`src/rtl/multdiv_sequencer.sv`:
```
// rtl/multdiv_sequencer.sv - iterative 32-step multiply/divide controller with pipeline stall
module multdiv_sequencer #(
    parameter int WIDTH = 32
) (
    input  logic             clock,
    input  logic             reset,
    input  logic             start,
    input  logic             is_div,
    input  logic             flush,
    input  logic [WIDTH-1:0] operand_a,
    input  logic [WIDTH-1:0] operand_b,
    input  logic [4:0]       rd_in,
    output logic             stall,
    output logic             result_valid,
    output logic [WIDTH-1:0] result,
    output logic [4:0]       rd_out,
    output logic             exception,
    output logic             busy
);

    localparam int CW = $clog2(WIDTH);

    typedef enum logic [1:0] {S_IDLE, S_RUN, S_DONE} state_t;

    state_t           state_q, state_d;
    logic [CW-1:0]    count_q, count_d;
    logic             is_div_q, is_div_d;
    logic             neg_q, neg_d;
    logic             div_ovf_q, div_ovf_d;
    logic [WIDTH-1:0] hi_q, hi_d;
    logic [WIDTH-1:0] lo_q, lo_d;
    logic [WIDTH-1:0] b_mag_q, b_mag_d;
    logic [WIDTH-1:0] result_q, result_d;
    logic [4:0]       rd_q, rd_d;
    logic             exc_q, exc_d;

    logic [WIDTH-1:0]   a_mag, b_mag;
    logic [WIDTH:0]     mul_sum, div_shift, div_diff;
    logic [WIDTH-1:0]   step_hi, step_lo;
    logic [2*WIDTH-1:0] prod, prod_s;
    logic [WIDTH-1:0]   quot_s;
    logic               mul_ovf;

    // Next-state logic: operand capture, one shift-add / subtract-shift step per RUN cycle, sign fix-up on the last step
    always_comb begin
        state_d   = state_q;
        count_d   = count_q;
        is_div_d  = is_div_q;
        neg_d     = neg_q;
        div_ovf_d = div_ovf_q;
        hi_d      = hi_q;
        lo_d      = lo_q;
        b_mag_d   = b_mag_q;
        result_d  = result_q;
        rd_d      = rd_q;
        exc_d     = exc_q;

        a_mag = operand_a[WIDTH-1] ? -operand_a : operand_a;
        b_mag = operand_b[WIDTH-1] ? -operand_b : operand_b;

        // Multiply keeps {hi,lo} as the partial product with the multiplier shifting out of lo;
        // divide keeps hi as the partial remainder and lo as dividend bits turning into quotient bits.
        mul_sum   = {1'b0, hi_q} + (lo_q[0] ? {1'b0, b_mag_q} : '0);
        div_shift = {hi_q, lo_q[WIDTH-1]};
        div_diff  = div_shift - {1'b0, b_mag_q};
        if (is_div_q) begin
            if (!div_diff[WIDTH]) begin
                step_hi = div_diff[WIDTH-1:0];
                step_lo = {lo_q[WIDTH-2:0], 1'b1};
            end else begin
                step_hi = div_shift[WIDTH-1:0];
                step_lo = {lo_q[WIDTH-2:0], 1'b0};
            end
        end else begin
            step_hi = mul_sum[WIDTH:1];
            step_lo = {mul_sum[0], lo_q[WIDTH-1:1]};
        end

        prod    = {step_hi, step_lo};
        prod_s  = neg_q ? -prod : prod;
        quot_s  = neg_q ? -step_lo : step_lo;
        mul_ovf = (prod_s[2*WIDTH-1:WIDTH] != {WIDTH{prod_s[WIDTH-1]}});

        case (state_q)
            S_IDLE: begin
                if (start && !flush) begin
                    is_div_d  = is_div;
                    neg_d     = operand_a[WIDTH-1] ^ operand_b[WIDTH-1];
                    div_ovf_d = is_div && (operand_a == {1'b1, {(WIDTH-1){1'b0}}}) && (operand_b == '1);
                    rd_d      = rd_in;
                    count_d   = '0;
                    b_mag_d   = b_mag;
                    hi_d      = '0;
                    lo_d      = a_mag;
                    if (is_div && (operand_b == '0)) begin
                        state_d  = S_DONE;
                        result_d = '0;
                        exc_d    = 1'b1;
                    end else begin
                        state_d = S_RUN;
                    end
                end
            end
            S_RUN: begin
                hi_d    = step_hi;
                lo_d    = step_lo;
                count_d = count_q + CW'(1);
                if (count_q == CW'(WIDTH-1)) begin
                    state_d  = S_DONE;
                    result_d = is_div_q ? quot_s : prod_s[WIDTH-1:0];
                    exc_d    = is_div_q ? div_ovf_q : mul_ovf;
                end
            end
            S_DONE:  state_d = S_IDLE;
            default: state_d = S_IDLE;
        endcase

        if (flush) state_d = S_IDLE;
    end

    // State and datapath registers with synchronous reset
    always_ff @(posedge clock) begin
        if (reset) begin
            state_q   <= S_IDLE;
            count_q   <= '0;
            is_div_q  <= 1'b0;
            neg_q     <= 1'b0;
            div_ovf_q <= 1'b0;
            hi_q      <= '0;
            lo_q      <= '0;
            b_mag_q   <= '0;
            result_q  <= '0;
            rd_q      <= '0;
            exc_q     <= 1'b0;
        end else begin
            state_q   <= state_d;
            count_q   <= count_d;
            is_div_q  <= is_div_d;
            neg_q     <= neg_d;
            div_ovf_q <= div_ovf_d;
            hi_q      <= hi_d;
            lo_q      <= lo_d;
            b_mag_q   <= b_mag_d;
            result_q  <= result_d;
            rd_q      <= rd_d;
            exc_q     <= exc_d;
        end
    end

    // Stall rises combinationally in the accepting cycle and drops in DONE so the pipeline advances
    always_comb begin
        stall        = ((state_q == S_IDLE) && start && !flush) || (state_q == S_RUN);
        result_valid = (state_q == S_DONE) && !flush;
        busy         = (state_q != S_IDLE);
        result       = result_q;
        rd_out       = rd_q;
        exception    = exc_q;
    end

endmodule

```
`config.mk`:
```
export PLATFORM = sky130hd
export DESIGN_NAME = multdiv_sequencer
export DESIGN_NICKNAME = d
export VERILOG_FILES = /design/src/rtl/multdiv_sequencer.sv
export SDC_FILE = /design/constraint.sdc
export NUM_CORES = 1
export LEC_CHECK = 0
export BUFFER_PORTS_ARGS = -buffer_cell sky130_fd_sc_hd__buf_2
export CAP_MARGIN = 15
export CORE_ASPECT_RATIO = 1.25
export CORE_MARGIN = 4
export CORE_UTILIZATION = 54
export CTS_CLUSTER_DIAMETER = 200
export DETAILED_ROUTE_END_ITERATION = 8
export PLACE_DENSITY = 0.73
export SETUP_SLACK_MARGIN = 0.05
export SYNTH_ARGS = -nofsm -noshare
export SYNTH_HDL_FRONTEND = slang
export SYNTH_SLANG_ARGS = --single-unit
```
`constraint.sdc`:
```
create_clock -name clock -period 8.8 [get_ports clock]
set_clock_uncertainty 0.1 [all_clocks]
set_input_delay 0 -clock clock [delete_from_list [all_inputs] [get_ports clock]]
set_output_delay 0 -clock clock [all_outputs]
set_load 0.03 [all_outputs]
```
==> results.txt <==
- The flow ran to the end, and the final reports show no timing, DRC or antenna violations.
* Final cell count without fillers: 2299
- Synthesis handed over a netlist of 1805 instances.
- Yosys mapped the design onto 100 distinct sky130hd cell types.
* Crit end category: flip-flop
* Share of total power in sequential cells: about 34%
* Clock transition at the register clock pins on the worst setup and hold paths after CTS: 0.08 ns
* Starting DRC count in detailed routing: 1008
* Final setup violating endpoints: 0
- In the layout the commonest cells are sky130_fd_sc_hd__nor2_1, sky130_fd_sc_hd__nand2_1, sky130_fd_sc_hd__dfxtp_1.
- For this run, the total global-route usage over all layers was measured as 33.3%.
- Summing every instance area after synthesis gives 13500 um^2.
- The internal portion of the total power is 0.00130 W.
* Effective utilization at floorplan: 55.0%
- The routed layout has 14500 vias.
- Number of vias per cell: roughly 6.3
- The library cell used most frequently in the layout, excluding fill and tap cells, is sky130_fd_sc_hd__nor2_1.
- Buffers placed on the I/O ports in this run total 114.
- Cell Pwr Density: 129 nW/um^2
- For this block, the routed nets add up to about 46000 um of wire.
- Net switching power: 0.000760 W
- The tool flagged a number of max-cap violations equal to 0.
- Once detail routing completed, the nets flagged for antenna violations numbered 0.
- Share of total power consumed by net switching: 36.9%
* Cell type with the largest total area after synthesis: sky130_fd_sc_hd__dfxtp_1
* Initial antenna violation count: 0
* Count of state elements after synthesis: roughly 140
* IO Count: 115
* Slowest library cell on the worst path: sky130_fd_sc_hd__or4b_1
- After detailed placement, the design holds a cell count of around 2200.
- Clock sink count: 144
- For the pin with the worst max-slew slack, the measured transition is 1.15 ns.
- Kind of start point of the critical path: flip-flop
- Data on the critical path arrives at its endpoint at between 6 and 7 ns.
- Die outline area: 27600 um^2
- Worst R2R Setup Slack: 2.08 ns
- Die Ht: around 180 um
- TritonCTS built the clock tree.
* Average size of a mapped cell: around 7.5 um^2
* Num CTS Buffers: 17
- For this run, the top clock speed supported by timing is 149 MHz.
* Width of the die: 149 um
- Global route overflow: 0
- Data on the critical path is required at its endpoint by 9.03 ns.
- Synthesis produced a netlist with a net count of 1951.
- Proportion of register bits with asynchronous set or reset after synthesis: 0%
* Total Power: a little over 0.002 W
- Routed wire length per instance: 20.2 um
- The repair_antennas step left the layout with diodes totalling 0.
- The floorplan step defined a core boundary enclosing 24600 um^2.
- Cell type with the highest occurrence count on the critical path: sky130_fd_sc_hd__a21oi_1
- Share of the yosys chip area belonging to registers: 21.3%
* Biggest cell delay along the critical path: between 0.5 and 0.6 ns
* Top cells by area in the synthesized netlist: sky130_fd_sc_hd__dfxtp_1, sky130_fd_sc_hd__ha_1, sky130_fd_sc_hd__nor2_1, sky130_fd_sc_hd__xnor2_1, sky130_fd_sc_hd__xor2_1
- Measured against its own limit, the worst slew margin works out to 23.6%.
- Yosys mapped a number of flops with a built-in enable equal to 0.
- Clock root buffer master: sky130_fd_sc_hd__clkbuf_16
- The later pin in the worst-skew pair is clocked with a latency of 0.45 ns.
- The clock network burns 36.4% of the power.
- Synth-to-Final Area Change: 17.8%
* Resized cells post-CTS: 0
- The floorplan has 64 rows.
* Number of remaining DRC errors: 0
* Min Clock Period, post-route: between 6 and 7 ns
- Layout Nets: 2102
- In the synthesized netlist the dominant register cell turns out to be sky130_fd_sc_hd__dfxtp_1.
- IR analysis of the VDD net gives a maximum drop of 0.106 mV.
- Cells traversed along the worst timing path: inv_1, ha_1, a21oi_1, o21ai_0, o2bb2ai_2, nor3_1, a211oi_4, buf_4, mux2i_1, ha_1, inv_1, nor2_1, or4b_1, nor2_2, and4_1, o31ai_2, nor3_1, nand3_1, or3_1, a21oi_1, a31oi_1, or3_1, a2111oi_2, a21oi_1
- Entering global routing, the biggest net connects between 80 and 90 pins.
* Fraction of final layout cells sized beyond drive strength 1: 11.9%
- The worst setup path is of the flip-flop to flip-flop kind.
- Per report_power, the combinational group accounts for 29.3% of the total.
* Detailed-router iteration count before antenna repair: 6
- The first global-routing pass estimated 73500 um of wire.
- Min-Delay Path Class: input port to flip-flop
- The synthesized design devotes to its leading area cell type 21.3% of total area.
* Yosys warning count: 0
* Slew Viols, Final: 0
* Total count of hold-check failures in the final report: 0
- Critical Path Fanout Max: 31
- Via count of the first global-routing pass: 14200
- After layout, the worst path uses 76.3% of the clock period.
- Final HPWL from detailed placement: about 33000 um
- The congestion estimate from routability-driven global placement came to 0.983.
- Static leakage power: approximately 6.4 nW
* Setup repair after global routing missed its margin: no
- The H-tree was split into 4 levels.
- Number of buffers on the longest clock path: 2
- For the final routed database, the setup TNS stands at 0 ns.
## kinds of logic after synthesis
kind of cell | share of synthesized area [%]
and+or+nand+nor | 24.5
AOI/OAI and AO/OA | 28.6
buffers and inverters | 5.00
xor gates and xnor gates | 10.4
DFF | 21.3
adders and majority gates | 6.78
muxes | 3.38
## stage by stage
| step | setup slack [ns] | hold WS, ns | area [um^2] | util, % |
|---|---|---|---|---|
| floorplan | 2.19 | -0.0207 | 13500 | - |
| global placement | 2.49 | 0.143 | 14200 | 57.7 |
| detailed placement | 2.24 | 0.142 | 14200 | 57.7 |
| CTS | 2.23 | 0.0206 | 15900 | 64.7 |
| global route | 1.61 | 0.0415 | 15900 | 64.7 |
| finish | 2.08 | 0.0368 | 15900 | 64.7 |
## state kept, by name, summed over array words and instances (netlist names)
register   count
b_mag_q       32
hi_q          32
lo_q          32
result        32
count_q        5
rd_out         5
state_q        2
div_ovf_q      1
exception      1
is_div_q       1
neg_q          1
## timing repair
action,CTS,global route
setup buffers,0,0
hold buffers,112,0
endpoints found under the hold margin,82,0
## critical path, delay by kind of cell (launching register included)
kind / cells / cell delay [ns]
AOI/OAI and AO/OA: 9 / 1.70
adders and majority gates: 2 / 0.65
buffers and inverters: 3 / 0.42
DFF: 1 / 0.34
muxes: 1 / 0.30
and+or+nand+nor: 9 / 3.08
## cells in the mapped netlist, types with 19 or more instances
master and instances:
sky130_fd_sc_hd__clkbuf_1 81, sky130_fd_sc_hd__nor3_1 43, sky130_fd_sc_hd__xnor2_1 82, sky130_fd_sc_hd__and2_1 43, sky130_fd_sc_hd__mux2i_1 31, sky130_fd_sc_hd__nand4_1 23
sky130_fd_sc_hd__xor2_1 79, sky130_fd_sc_hd__dfxtp_1 144, sky130_fd_sc_hd__o21ai_0 80, sky130_fd_sc_hd__a211oi_1 45, sky130_fd_sc_hd__or3_1 33, sky130_fd_sc_hd__a221oi_1 19
sky130_fd_sc_hd__a21oi_1 112, sky130_fd_sc_hd__nand2_1 153, sky130_fd_sc_hd__nand3_1 37, sky130_fd_sc_hd__nor2_1 227, sky130_fd_sc_hd__ha_1 70, sky130_fd_sc_hd__a31oi_1 27
sky130_fd_sc_hd__inv_1 59, sky130_fd_sc_hd__a22oi_1 67, sky130_fd_sc_hd__a21o_1 20, sky130_fd_sc_hd__o31ai_1 40
## layer usage
layer	track usage, %	share of wire, %	vias up
li1	-	-	6937
met1	37.0	38	6814
met2	57.9	49	582
met3	4.33	5.5	172
met4	24.8	8.1	0
met5	0	0	-
## final timing paths
path	startpoint	to	cells past startpoint
max	b_mag_q[19]	exception	24
min	operand_b[26]	b_mag_q[27]	4
max reg2reg	b_mag_q[19]	exception	24
min reg2reg	count_q[4]	count_q[4]	2
## cell type report
type	instances	area [um^2]
Sequential cell	144	2890
Clock inverter	15	184
Clock buffer	17	425
Fill cell	2205	8670
Timing Repair Buffer	240	1800
Inverter	60	225
Multi-Input combinational cell	1493	9980
Tap cell	330	413
## power by group through the flow
| stage | registers, W | logic [W] | clock network, W |
|---|---|---|---|
| 2_1_floorplan | 0.000705 | 0.000405 | 0 |
| 3_3_place_gp | 0.000720 | 0.000537 | 0 |
| 3_5_place_dp | 0.000721 | 0.000541 | 0 |
| 4_1_cts | 0.000706 | 0.000587 | 0.000758 |
| 5_1_grt | 0.000710 | 0.000654 | 0.000781 |
| 6_report | 0.000707 | 0.000601 | 0.000747 |
Note: power is estimated with default switching activity, not from simulation.
